<file path="config.mk">
export PLATFORM = sky130hd
export DESIGN_NAME = rram_pulse_sequencer
export DESIGN_NICKNAME = d
export VERILOG_FILES = /design/src/rtl/rram_pkg.sv /design/src/rtl/rram_wb_regs.sv /design/src/rtl/rram_pulse_sequencer.sv
export SDC_FILE = /design/constraint.sdc
export NUM_CORES = 1
export LEC_CHECK = 0
export CAP_MARGIN = 15
export CORE_UTILIZATION = 40
export CTS_CLUSTER_DIAMETER = 120
export DETAILED_ROUTE_END_ITERATION = 12
export GPL_ROUTABILITY_DRIVEN = 1
export PLACE_DENSITY_LB_ADDON = 0.25
export SYNTH_ARGS = -nofsm -noshare
export SYNTH_HDL_FRONTEND = slang
export SYNTH_HIERARCHICAL = 1
export SYNTH_SLANG_ARGS = --single-unit
</file>
<file path="constraint.sdc">
create_clock -name wb_clk_i -period 4.7 [get_ports wb_clk_i]
set_input_delay 0.94 -clock wb_clk_i [delete_from_list [all_inputs] [get_ports wb_clk_i]]
set_output_delay 0.94 -clock wb_clk_i [all_outputs]
set_load 0.005 [all_outputs]
</file>
<file path="src/rtl/rram_pkg.sv">
`default_nettype none
// ============================================================================
// Module      : rram_pkg
// Description : Shared encodings for the RRAM pulse sequencer: operations,
//               register offsets, FSM states and fixed hold length.
// Revision    : 1.0 - initial release
// ============================================================================
package rram_pkg;

    typedef enum logic [1:0] {
        OP_SET   = 2'b00,
        OP_RESET = 2'b01,
        OP_FORM  = 2'b10,
        OP_READ  = 2'b11
    } op_e;

    localparam logic [4:0] OFF_CTRL   = 5'h00;
    localparam logic [4:0] OFF_ADDR   = 5'h04;
    localparam logic [4:0] OFF_PW     = 5'h08;
    localparam logic [4:0] OFF_SETUP  = 5'h0C;
    localparam logic [4:0] OFF_STATUS = 5'h10;

    typedef enum logic [2:0] {
        ST_IDLE  = 3'd0,
        ST_SETUP = 3'd1,
        ST_PULSE = 3'd2,
        ST_HOLD  = 3'd3,
        ST_DONE  = 3'd4
    } state_e;

    localparam int HOLD_CYC = 2;

endpackage
`default_nettype wire

</file>
<file path="src/rtl/rram_wb_regs.sv">
`default_nettype none
// ============================================================================
// Module      : rram_wb_regs
// Description : Wishbone slave decode, single-cycle ack, configuration
//               registers and sticky W1C status flags.
// Revision    : 1.0 - initial release
// ============================================================================
module rram_wb_regs
    import rram_pkg::*;
#(
    parameter logic [31:0] BASE_ADR = 32'h3000_0000,
    parameter int          PW_W     = 16
) (
    input  logic            clk,
    input  logic            rst,
    input  logic            i_wbs_cyc,
    input  logic            i_wbs_stb,
    input  logic            i_wbs_we,
    input  logic [3:0]      i_wbs_sel,
    input  logic [31:0]     i_wbs_adr,
    input  logic [31:0]     i_wbs_dat,
    output logic            o_wbs_ack,
    output logic [31:0]     o_wbs_dat,
    input  logic            i_busy,
    input  logic            i_done_set,
    input  logic            i_sense_res,
    output logic            o_start,
    output logic [1:0]      o_start_op,
    output logic [7:0]      o_row,
    output logic [7:0]      o_col,
    output logic [PW_W-1:0] o_pw,
    output logic [7:0]      o_setup
);

    logic            ack_q;
    logic [31:0]     dat_q, dat_d;
    logic [1:0]      op_q, op_d;
    logic [7:0]      row_q, row_d, col_q, col_d, setup_q, setup_d;
    logic [PW_W-1:0] pw_q, pw_d;
    logic            done_q, done_d, err_q, err_d;

    logic       w_hit, w_acc, w_wr, w_start_req;
    logic [4:0] w_off;
    logic       w_unused;

    assign w_unused = ^{i_wbs_dat[31:16], i_wbs_sel[3:2]};

    always_comb begin
        w_off       = i_wbs_adr[4:0];
        w_hit       = (i_wbs_adr[31:5] == BASE_ADR[31:5]);
        w_acc       = i_wbs_cyc && i_wbs_stb && w_hit && !ack_q;
        w_wr        = w_acc && i_wbs_we;
        w_start_req = w_wr && (w_off == OFF_CTRL) && i_wbs_sel[0] && i_wbs_dat[0];

        op_d    = op_q;
        row_d   = row_q;
        col_d   = col_q;
        pw_d    = pw_q;
        setup_d = setup_q;
        done_d  = done_q;
        err_d   = err_q;
        dat_d   = '0;

        if (w_wr && !i_busy) begin
            case (w_off)
                OFF_CTRL:  if (i_wbs_sel[0]) op_d = i_wbs_dat[2:1];
                OFF_ADDR: begin
                    if (i_wbs_sel[0]) row_d = i_wbs_dat[7:0];
                    if (i_wbs_sel[1]) col_d = i_wbs_dat[15:8];
                end
                OFF_PW: begin
                    for (int i = 0; i < PW_W; i++) begin
                        if (i_wbs_sel[i/8]) pw_d[i] = i_wbs_dat[i];
                    end
                end
                OFF_SETUP: if (i_wbs_sel[0]) setup_d = i_wbs_dat[7:0];
                default: ;
            endcase
        end

        if (w_wr && (w_off == OFF_STATUS) && i_wbs_sel[0]) begin
            if (i_wbs_dat[1]) done_d = 1'b0;
            if (i_wbs_dat[3]) err_d  = 1'b0;
        end
        // Hardware sets are applied last so they win over a same-cycle clear.
        if (i_done_set)             done_d = 1'b1;
        if (w_start_req && i_busy)  err_d  = 1'b1;

        if (w_acc && !i_wbs_we) begin
            case (w_off)
                OFF_CTRL:   dat_d = {29'd0, op_q, 1'b0};
                OFF_ADDR:   dat_d = {16'd0, col_q, row_q};
                OFF_PW:     dat_d = 32'(pw_q);
                OFF_SETUP:  dat_d = {24'd0, setup_q};
                OFF_STATUS: dat_d = {28'd0, err_q, i_sense_res, done_q, i_busy};
                default:    dat_d = '0;
            endcase
        end
    end

    always_ff @(posedge clk or posedge rst) begin
        if (rst) begin
            ack_q   <= 1'b0;
            dat_q   <= '0;
            op_q    <= '0;
            row_q   <= '0;
            col_q   <= '0;
            pw_q    <= '0;
            setup_q <= '0;
            done_q  <= 1'b0;
            err_q   <= 1'b0;
        end else begin
            ack_q   <= w_acc;
            dat_q   <= dat_d;
            op_q    <= op_d;
            row_q   <= row_d;
            col_q   <= col_d;
            pw_q    <= pw_d;
            setup_q <= setup_d;
            done_q  <= done_d;
            err_q   <= err_d;
        end
    end

    assign o_wbs_ack  = ack_q;
    assign o_wbs_dat  = dat_q;
    assign o_start    = w_start_req && !i_busy;
    assign o_start_op = op_d;
    assign o_row      = row_q;
    assign o_col      = col_q;
    assign o_pw       = pw_q;
    assign o_setup    = setup_q;

endmodule
`default_nettype wire

</file>
<file path="src/rtl/rram_pulse_sequencer.sv">
`default_nettype none
// ============================================================================
// Module      : rram_pulse_sequencer
// Description : Sequences row/column select, mode and pulse for one RRAM
//               operation; samples the sense comparator and flags completion.
// Revision    : 1.0 - initial release
// ============================================================================
module rram_pulse_sequencer
    import rram_pkg::*;
#(
    parameter logic [31:0] BASE_ADR = 32'h3000_0000,
    parameter int          ROWS     = 8,
    parameter int          COLS     = 8,
    parameter int          PW_W     = 16
) (
    input  logic            wb_clk_i,
    input  logic            wb_rst_i,
    input  logic            wbs_cyc_i,
    input  logic            wbs_stb_i,
    input  logic            wbs_we_i,
    input  logic [3:0]      wbs_sel_i,
    input  logic [31:0]     wbs_adr_i,
    input  logic [31:0]     wbs_dat_i,
    output logic            wbs_ack_o,
    output logic [31:0]     wbs_dat_o,
    input  logic            sense_in,
    output logic [ROWS-1:0] row_sel,
    output logic [COLS-1:0] col_sel,
    output logic [1:0]      mode,
    output logic            pulse_en,
    output logic            irq
);

    localparam int CNT_W = (PW_W > 8) ? PW_W : 8;

    state_e          state_q, state_d;
    logic [CNT_W-1:0] cnt_q, cnt_d;
    logic [1:0]      op_q, op_d;
    logic [7:0]      row_q, row_d, col_q, col_d;
    logic [PW_W-1:0] pw_q, pw_d;
    logic            sense_meta_q, sense_sync_q;
    logic            sense_res_q, sense_res_d;

    logic             w_busy, w_start, w_done_set, w_selecting;
    logic [1:0]       w_start_op;
    logic [7:0]       w_row, w_col, w_setup;
    logic [PW_W-1:0]  w_pw;
    logic [CNT_W-1:0] w_setup_ld, w_pw_ld;

    rram_wb_regs #(
        .BASE_ADR (BASE_ADR),
        .PW_W     (PW_W)
    ) u_regs (
        .clk         (wb_clk_i),
        .rst         (wb_rst_i),
        .i_wbs_cyc   (wbs_cyc_i),
        .i_wbs_stb   (wbs_stb_i),
        .i_wbs_we    (wbs_we_i),
        .i_wbs_sel   (wbs_sel_i),
        .i_wbs_adr   (wbs_adr_i),
        .i_wbs_dat   (wbs_dat_i),
        .o_wbs_ack   (wbs_ack_o),
        .o_wbs_dat   (wbs_dat_o),
        .i_busy      (w_busy),
        .i_done_set  (w_done_set),
        .i_sense_res (sense_res_q),
        .o_start     (w_start),
        .o_start_op  (w_start_op),
        .o_row       (w_row),
        .o_col       (w_col),
        .o_pw        (w_pw),
        .o_setup     (w_setup)
    );

    // Counters hold N-1 so a programmed value of 0 behaves as one cycle.
    assign w_setup_ld = (w_setup == 8'd0) ? '0 : CNT_W'(w_setup - 8'd1);
    assign w_pw_ld    = (pw_q == '0) ? '0 : CNT_W'(pw_q - PW_W'(1));

    always_comb begin
        state_d     = state_q;
        cnt_d       = cnt_q;
        op_d        = op_q;
        row_d       = row_q;
        col_d       = col_q;
        pw_d        = pw_q;
        sense_res_d = sense_res_q;
        w_done_set  = 1'b0;

        case (state_q)
            ST_IDLE, ST_DONE: begin
                state_d = ST_IDLE;
                if (w_start) begin
                    state_d = ST_SETUP;
                    cnt_d   = w_setup_ld;
                    op_d    = w_start_op;
                    row_d   = w_row % 8'(ROWS);
                    col_d   = w_col % 8'(COLS);
                    pw_d    = w_pw;
                end
            end
            ST_SETUP: begin
                if (cnt_q == '0) begin
                    state_d = ST_PULSE;
                    cnt_d   = w_pw_ld;
                end else begin
                    cnt_d = cnt_q - CNT_W'(1);
                end
            end
            ST_PULSE: begin
                if (cnt_q == '0) begin
                    state_d = ST_HOLD;
                    cnt_d   = CNT_W'(HOLD_CYC - 1);
                    if (op_q == OP_READ) sense_res_d = sense_sync_q;
                end else begin
                    cnt_d = cnt_q - CNT_W'(1);
                end
            end
            ST_HOLD: begin
                if (cnt_q == '0) begin
                    state_d    = ST_DONE;
                    w_done_set = 1'b1;
                end else begin
                    cnt_d = cnt_q - CNT_W'(1);
                end
            end
            default: state_d = ST_IDLE;
        endcase
    end

    always_ff @(posedge wb_clk_i or posedge wb_rst_i) begin
        if (wb_rst_i) begin
            state_q      <= ST_IDLE;
            cnt_q        <= '0;
            op_q         <= '0;
            row_q        <= '0;
            col_q        <= '0;
            pw_q         <= '0;
            sense_meta_q <= 1'b0;
            sense_sync_q <= 1'b0;
            sense_res_q  <= 1'b0;
        end else begin
            state_q      <= state_d;
            cnt_q        <= cnt_d;
            op_q         <= op_d;
            row_q        <= row_d;
            col_q        <= col_d;
            pw_q         <= pw_d;
            sense_meta_q <= sense_in;
            sense_sync_q <= sense_meta_q;
            sense_res_q  <= sense_res_d;
        end
    end

    assign w_busy      = (state_q == ST_SETUP) || (state_q == ST_PULSE) || (state_q == ST_HOLD);
    assign w_selecting = w_busy;
    assign row_sel     = w_selecting ? ({{(ROWS-1){1'b0}}, 1'b1} << row_q) : '0;
    assign col_sel     = w_selecting ? ({{(COLS-1){1'b0}}, 1'b1} << col_q) : '0;
    assign mode        = (state_q == ST_IDLE) ? 2'b00 : op_q;
    assign pulse_en    = (state_q == ST_PULSE);
    assign irq         = (state_q == ST_DONE);

endmodule
`default_nettype wire

</file>
==> results of run 1 <==
power breakdown:
group,internal [mW],total (mW),switching [mW]
logic,0.0483,0.0954,0.0471
registers,0.920,0.921,0.000239
clock network,0.386,0.789,0.403
total,1.35,1.80,0.450
final timing paths:
check | from | endpoint | slack (ns) | cells past startpoint
max | wbs_adr_i[10] | cnt_q[15] | 1.15 | 11
min | sense_meta_q | sense_sync_q | 0.36 | 0
max reg2reg | state_q[1] | cnt_q[15] | 1.49 | 12
min reg2reg | sense_meta_q | sense_sync_q | 0.36 | 0
max in group asynchronous | wb_rst_i | u_regs/o_row[7] | 2.85 | 3
min in group asynchronous | wb_rst_i | u_regs/o_wbs_dat[10] | 0.98 | 2
placed cells by master, fill, tap and decap left out, types with 4 or more instances in the layout:
cell type and count:
dfrtp_1 107, nand2_1 102, clkdlybuf4s50_1 92, nor2_1 42, mux2_2 35, nor3_1 22
o21ai_0 20, a21oi_1 19, a22oi_1 17, conb_1 16, nor4_1 14, xnor2_1 12
xor2_1 9, inv_1 9, nand2b_1 9, o22ai_1 9, clkbuf_16 9, mux2_4 8
buf_4 7, nand3_1 6, or4_1 6, nor2b_1 5, nor4_4 5, nand4_1 5
o211ai_1 5, nor4b_4 5, nor3b_1 4, o31ai_1 4, a31oi_1 4, nor4_2 4
worst max-delay path: stages:
cell	delay (ns)
clkdlybuf4s50_1	0.42
nor4_2	0.37
nand4_4	0.30
or2_2	0.44
nor3_1	0.46
nand2_1	0.14
a22oi_1	0.18
buf_4	0.21
o21ai_0	0.10
a21oi_1	0.15
o21ai_0	0.08
registers in the layout, indices dropped and copies added, names as in the netlist:
name and count:
cnt_q 16, pw_q 16, u_regs/o_pw 16, u_regs/o_wbs_dat 16, u_regs/o_col 8, u_regs/o_row 8
u_regs/o_setup 8, col_q 3, row_q 3, state_q 3, op_q 2, u_regs/op_q 2
sense_meta_q 1, sense_res_q 1, sense_sync_q 1, u_regs/done_q 1, u_regs/err_q 1, u_regs/o_wbs_ack 1
metal layers:
metal	wire, um	up-vias	GRT usage, %	part of all wire [%]
met5	0	-	0	0
met4	278	0	9.19	1.9
met3	655	16	3.64	4.6
met2	6820	146	32.2	48
met1	6570	2267	27.8	46
li1	-	2216	-	-
logic make-up (layout without fill, tap and decap cells):
group / Yosys count / after routing / share of synthesized area [%]
XOR/XNOR: 21 / 21 / 3.13
multiplexers: 49 / 49 / 9.85
buffers and inverters: 52 / 127 / 5.07
adder cells (fa/ha/maj): 3 / 3 / 0.640
AO/OA/AOI/OAI: 90 / 90 / 9.98
other: 1 / 16 / 0.0639
AND/OR/NAND/NOR: 257 / 257 / 25.6
flip-flops: 107 / 107 / 45.6
final cells by class:
class,count,area [um2]
fillers,1302,6900
multi-input cells,436,2960
flip-flops and latches,107,2680
repair buffers,99,973
clock buffers,9,225
well taps,180,225
clock inverters,7,91.3
inverters,12,45.0
==> flow_summary.yaml, run 1 <==
outcome:
  status: "complete, no violations"
place:
  place_congestion: 0.856
  dp_cells: 834
  placed_cell_area_um2: 6880
  dp_hpwl_um: 10500
  dp_slack_ns: 0.762
  io_buffers: 92
power_and_ir_drop:
  power_mw: 1.80
  leakagePower_nw: 3.15
  peakVddDrop_mv: 0.171
  powerDensity_nw_per_um2: 251
yosys:
  synth_edf_count: 0
  ys_seq_area_share_pct: 45.6
  synth_area_leaders: "dfrtp_1 46%, mux2_2 6.7%, nand2_1 6.5%, nor2_1 2.7%, a22oi_1 2.2%"
  ys_warn_count: 6
  synth_area_um2: 5870
  synth_largest_area_cell: "dfrtp_1"
  synth_top_area_share_pct: 45.6
  synth.most_common_cell: "dfrtp_1"
  synth_top_flop_cell: "dfrtp_1"
  async_flop_share_pct: 100
  yosysUniqueCellTypes: 64
  ys_ff_latch: 107
  synthCells: 580
  syn_avg_cell_area_um2: 10.1
  yosys-top-cells-count: "107 x dfrtp_1, 102 x nand2_1, 42 x nor2_1, 35 x mux2_2, 22 x nor3_1"
global_routing:
  grt_max_degree: 47
  grt_antenna_before_repair: 0
  grt_pass1_vias: 4602
  grt_overflow: 0
  grt_usage_pct: 20.5
  grt_pass1_wl_um: 23500
route:
  wl_per_cell_um: 16.9
  vias_per_cell: 5.46
  routed_wl_um: 14300
  firstDrtPassIters: 5
  num_vias: 4645
  drc: 0
  drt_first_iter_violations: 302
  ant_nets: 0
timing:
  setup_tns_ns: 0
  skew_ns: 0.0126
  setup_viol: 0
  grt_setup_unrepaired: "no"
  clock.fmax_ghz: 0.281
  relSlewSlack_pct: 35.5
  layout_setup_ws_ns: 1.15
  whs_ns: 0.356
  worst_slew_pin_slew_ns: 0.967
  fin_crit_ns: 3.55
  final_max_slew_viol_count: 0
  hold_violations: 0
  post-route-period-util_pct: 75.6
cells_and_area:
  drive_gt1_share_pct: 15.1
  layout.nets: 742
  final_util_pct: 51.1
  fin_cells: 850
  diodes: 0
  area_growth_pct: 22.7
  final_area_um2: 7200
setup_path:
  end_kind: "flip-flop"
  start_kind: "primary input"
  worstSetupPathType: "in2reg"
  crit_required_ns: 4.95
  worstPathMaxFanout: 13
  crit_arrival_ns: 3.80
clocking:
  hold_buffers: 0
  cts.path.max_buffers: 2
  clk_pin_slew_worst_paths_ns: 0.08
  cts_setup_buffers: 0
  cts_made_buffers: 9
  ctsResizeCount: 0
  cts.sinks: 107
  cts_tree: "done"
  worstSkewPairLatency_ns: 0.37
  cts_root_buf: "clkbuf_16"
  h-tree-depth: 3
floorplanning:
  die_h_um: 123
  die_area_um2: 15200
  initial_core_util_pct: 41.6
  coreArea_um2: 14100
  fp.dieW_um: 123
  rows: 43
  pin_count: 127
hold_path:
  min_path_type: "reg2reg"
flow_run:
  maxCapViolCount: 0
Power figures use the tool's default switching activity.
==> run 2: changes to the inputs <==
==> constraint.sdc (replaced) <==
create_clock -name wb_clk_i -period 3.65 [get_ports wb_clk_i]
set_input_delay 0.73 -clock wb_clk_i [delete_from_list [all_inputs] [get_ports wb_clk_i]]
set_output_delay 0.73 -clock wb_clk_i [all_outputs]
set_load 0.005 [all_outputs]
==> run 2 against run 1 <==
Against the previous run:
- final area rose by 1.5%
- register-to-register slack worse by 0.68 ns
- clock skew rose by 0.0011 ns
- clock power grew 26%
- non-clock buffer count grew 16
- sequential power rose by 29%
- combinational power grew 35%
- sequential share of layout area is 0.54 points lower
- worst setup slack got worse by 0.75 ns
- via count increased by 1.1%
- critical endpoint is now row_sel[1]
- largest cell class unchanged
- largest power group unchanged
==> flow_summary.yaml, run 2 (synthesis gave the netlist of run 1 again) <==
outcome:
  status: "complete, no violations"
setup_path:
  crit_arrival_ns: 2.53
  crit_required_ns: 2.92
  worst-path-stages: 7
  slowest_stage: "clkdlybuf4s50_1"
  worstPathCellList: "nor2_1, or2_1, inv_2, buf_4, nand2_1, nor3_1, clkdlybuf4s50_1"
  crit_start: "state_q[1]"
  crit_buf_inv: 3
  reg2reg_depth: 13
  crit_end: "row_sel[1]"
  start_kind: "flip-flop"
  worstPathMaxFanout: 11
  r2r_end: "cnt_q[15]"
  reg2reg_from: "state_q[1]"
  reg2reg_slack_ns: 0.81
  end_kind: "output port"
  crit_family: "buffers and inverters"
  max_stage_delay_ns: 0.55
  worstSetupPathType: "reg2out"
route:
  drc: 0
  routed_wl_um: 14300
  num_vias: 4698
  ant_nets: 0
  drt_first_iter_violations: 298
  vias_per_cell: 5.42
  wl_per_cell_um: 16.5
  firstDrtPassIters: 5
place:
  dp_slack_ns: 0.157
  io_buffers: 92
  placed_cell_area_um2: 7000
  place_congestion: 0.900
  dp_cells: 850
  dp_hpwl_um: 10600
cells_and_area:
  final_util_pct: 51.8
  final_common_cell: "dfrtp_1"
  area.sequential_um2: 2680
  diodes: 0
  multi_input_area_um2: 2960
  fin_cells: 866
  layout.nets: 758
  final_area_um2: 7310
  drive_gt1_share_pct: 17.1
  fill_cells: 1330
  area_growth_pct: 24.5
  layout_common_cells: "107 x dfrtp_1, 102 x nand2_1, 92 x clkdlybuf4s50_1"
timing:
  hold_violations: 0
  worst_slew_pin_slew_ns: 0.974
  setup_viol: 0
  post-route-period-util_pct: 89.2
  layout_setup_ws_ns: 0.394
  skew_ns: 0.0137
  relSlewSlack_pct: 35.0
  grt_setup_unrepaired: "no"
  fin_crit_ns: 3.26
  clock.fmax_ghz: 0.307
  setup_tns_ns: 0
  final_max_slew_viol_count: 0
global_routing:
  grt_pass1_vias: 4693
  grt_usage_pct: 20.4
  grt_pass1_wl_um: 23500
  grt_antenna_before_repair: 0
  grt_overflow: 0
  grt_max_degree: 47
clocking:
  hold_buffers: 0
  ctsResizeCount: 0
  cts_made_buffers: 9
  cts_root_buf: "clkbuf_16"
  cts_setup_buffers: 0
  cts.sinks: 107
  cts_tree: "done"
  worstSkewPairLatency_ns: 0.37
  cts.path.max_buffers: 2
  clk_pin_slew_worst_paths_ns: 0.07
  h-tree-depth: 3
floorplanning:
  coreArea_um2: 14100
  rows: 43
  pin_count: 127
  fp.dieW_um: 123
  die_h_um: 123
  initial_core_util_pct: 41.6
  die_area_um2: 15200
power_and_ir_drop:
  leakagePower_nw: 3.22
  peakVddDrop_mv: 0.214
  powerDensity_nw_per_um2: 316
flow_run:
  maxCapViolCount: 0
hold_path:
  min_path_type: "reg2reg"
  min-delay-start: "sense_meta_q"
-- run 2: cell type report --
type | instances | share of cell area [%]
inverters | 12 | 0.617
well taps | 180 | 3.08
multi-input cells | 436 | 40.5
clock buffers | 9 | 3.08
repair buffers | 115 | 15.0
flip-flops and latches | 107 | 36.7
clock inverters | 7 | 1.06
-- run 2: power by group --
| group | switching, mW | internal, mW | total (mW) |
|---|---|---|---|
| Combinational | 0.0619 | 0.0670 | 0.129 |
| Sequential | 0.000253 | 1.19 | 1.19 |
| Clock | 0.506 | 0.488 | 0.993 |
-- run 2: worst min path at each step --
stage,end,slack [ns],depth (start not counted)
floorplan,sense_sync_q,0.33,0
global placement,sense_sync_q,0.34,0
detailed placement,sense_sync_q,0.34,0
CTS,sense_sync_q,0.36,0
global route,sense_sync_q,0.36,0
finish,sense_sync_q,0.36,0
-- run 2: through the flow --
stage | hold slack (ns) | power (mW)
after floorplan | 0.331 | 1.26
after global placement | 0.336 | 1.34
after detailed placement | 0.344 | 1.34
after CTS | 0.361 | 2.33
after global routing | 0.365 | 2.38
final | 0.356 | 2.31
-- run 2: routing by layer --
layer | up-vias | share of wire (%) | wire [um] | track usage (%)
met3 | 18 | 5.3 | 763 | 3.97
met5 | - | 0 | 0 | 0
li1 | 2234 | - | - | -
met1 | 2297 | 45 | 6470 | 26.9
met2 | 149 | 47 | 6790 | 32.7
met4 | 0 | 2.0 | 286 | 8.81
==> run 3: changes to the inputs <==
--- a/config.mk
+++ b/config.mk
@@ -10,6 +10,7 @@
 export CTS_CLUSTER_DIAMETER = 120
 export DETAILED_ROUTE_END_ITERATION = 12
 export GPL_ROUTABILITY_DRIVEN = 1
+export MAX_ROUTING_LAYER = met4
 export PLACE_DENSITY_LB_ADDON = 0.25
 export SYNTH_ARGS = -nofsm -noshare
 export SYNTH_HDL_FRONTEND = slang
==> run 3 against run 2 <==
Against the previous run:
- worst setup slack better by 0.088 ns
- fmax grew 2.8%
- core utilization up 0.23 points
- clock skew decreased by 0.0087 ns
- clock-buffer cell count unchanged
- largest cell class unchanged
==> flow_summary.yaml, run 3 (synthesis gave the netlist of run 1 again) <==
clocking:
  cts_setup_buffers: 0
  ctsResizeCount: 0
  h-tree-depth: 3
  cts.path.max_buffers: 2
  clk_pin_slew_worst_paths_ns: 0.08
  hold_buffers: 0
  cts.sinks: 107
  cts_root_buf: "clkbuf_16"
  cts_tree: "done"
  cts_made_buffers: 9
  worstSkewPairLatency_ns: 0.36
timing:
  grt_setup_unrepaired: "no"
  clock.fmax_ghz: 0.316
  fin_crit_ns: 3.17
  post-route-period-util_pct: 86.8
  worst_slew_pin_slew_ns: 0.956
  setup_viol: 0
  relSlewSlack_pct: 36.2
  final_max_slew_viol_count: 0
  skew_ns: 0.00499
  whs_ns: 0.354
  layout_setup_ws_ns: 0.482
  hold_violations: 0
  setup_tns_ns: 0
power_and_ir_drop:
  powerDensity_nw_per_um2: 324
  leakagePower_nw: 3.24
  peakVddDrop_mv: 0.203
cells_and_area:
  final_common_cell: "dfrtp_1"
  layout.nets: 759
  layout_common_cells: "107 x dfrtp_1, 102 x nand2_1, 92 x clkdlybuf4s50_1"
  fin_cells: 867
  diodes: 0
  area_growth_pct: 25.1
  final_area_um2: 7340
  drive_gt1_share_pct: 17.2
floorplanning:
  rows: 43
  fp.dieW_um: 123
  pin_count: 127
  die_area_um2: 15200
  coreArea_um2: 14100
  die_h_um: 123
  initial_core_util_pct: 41.6
route:
  drt_first_iter_violations: 222
  firstDrtPassIters: 5
  vias_per_cell: 5.49
  wl_per_cell_um: 16.7
  drc: 0
  routed_wl_um: 14500
  num_vias: 4760
  ant_nets: 0
setup_path:
  crit_required_ns: 2.92
  reg2reg_slack_ns: 0.80
  worstSetupPathType: "reg2out"
  worstPathCellList: "nor2_1, or2_1, inv_2, buf_4, nand2_1, nor3_1, clkdlybuf4s50_1"
  max_stage_delay_ns: 0.53
  crit_start: "state_q[1]"
  end_kind: "output port"
  reg2reg_from: "state_q[1]"
  slowest_stage: "clkdlybuf4s50_1"
  crit_arrival_ns: 2.44
  r2r_end: "cnt_q[15]"
  start_kind: "flip-flop"
  worstPathMaxFanout: 11
  reg2reg_depth: 13
global_routing:
  met3_usage_pct: 3.83
  grt_use_met1_pct: 28.3
  grt_usage_pct: 21.5
  top_usage_layer: "met2"
  use_met2_pct: 32.8
  grt_pass1_vias: 4773
  grt_overflow: 0
  grt_max_degree: 47
  grt_antenna_before_repair: 0
  grt_pass1_wl_um: 24000
hold_path:
  min-delay-start: "sense_meta_q"
  min_path_type: "reg2reg"
  hold_depth: 0
  hold-path-endpoint: "sense_sync_q"
place:
  place_congestion: 0.908
  dp_slack_ns: 0.161
  placed_cell_area_um2: 7010
  dp_hpwl_um: 10800
  dp_cells: 851
  io_buffers: 92
outcome:
  status: "complete, no violations"
flow_run:
  maxCapViolCount: 0
[run 3: cell types whose count changed in the layout (fill, tap and decap cells not counted)]
cell	before	now
clkinvlp_4	1	0
inv_6	3	2
inv_8	1	2
bufinv_16	0	1
buf_4	23	24
[run 3: layout make-up]
cell class / instances / area, um2
Fill cell: 1282 / 6760
Multi-Input combinational cell: 436 / 2960
Sequential cell: 107 / 2680
Timing Repair Buffer: 116 / 1100
Clock buffer: 9 / 225
Tap cell: 180 / 225
Clock inverter: 7 / 103
Inverter: 12 / 45.0
[run 3: worst max-delay path: cells and delay by family (launching register included)]
| family | cells | cell delay (ns) |
|---|---|---|
| buf+inv | 3 | 0.86 |
| flops | 1 | 0.47 |
| simple gates | 4 | 0.75 |
[run 3: stage by stage]
stage / total power [mW] / util [%]
2_1_floorplan: 1.26 / -
3_3_place_gp: 1.34 / 49.7
3_5_place_dp: 1.34 / 49.7
4_1_cts: 2.40 / 52.1
5_1_grt: 2.46 / 52.1
6_report: 2.37 / 52.1
[run 3: power breakdown]
group | switching, mW | total [mW] | leakage [nW] | internal, mW
registers | 0.000265 | 1.19 | 1.43 | 1.19
logic | 0.0627 | 0.130 | 1.65 | 0.0671
clock network | 0.500 | 1.06 | 0.160 | 0.559
[run 3: worst max path at each step]
stage,end,slack (ns),cells past startpoint
floorplan,cnt_q[3],0.60,11
global placement,cnt_q[15],0.17,12
detailed placement,cnt_q[15],0.16,12
CTS,row_sel[1],0.48,7
global route,col_sel[2],0.27,7
finish,row_sel[1],0.48,7
[run 3: metal layers]
metal / share of wire, % / wire length (um) / vias up
met3: 4.8 / 695 / 27
met1: 46 / 6600 / 2320
met2: 47 / 6870 / 155
li1: - / - / 2258
met5: 0 / 0 / -
met4: 2.3 / 327 / 0
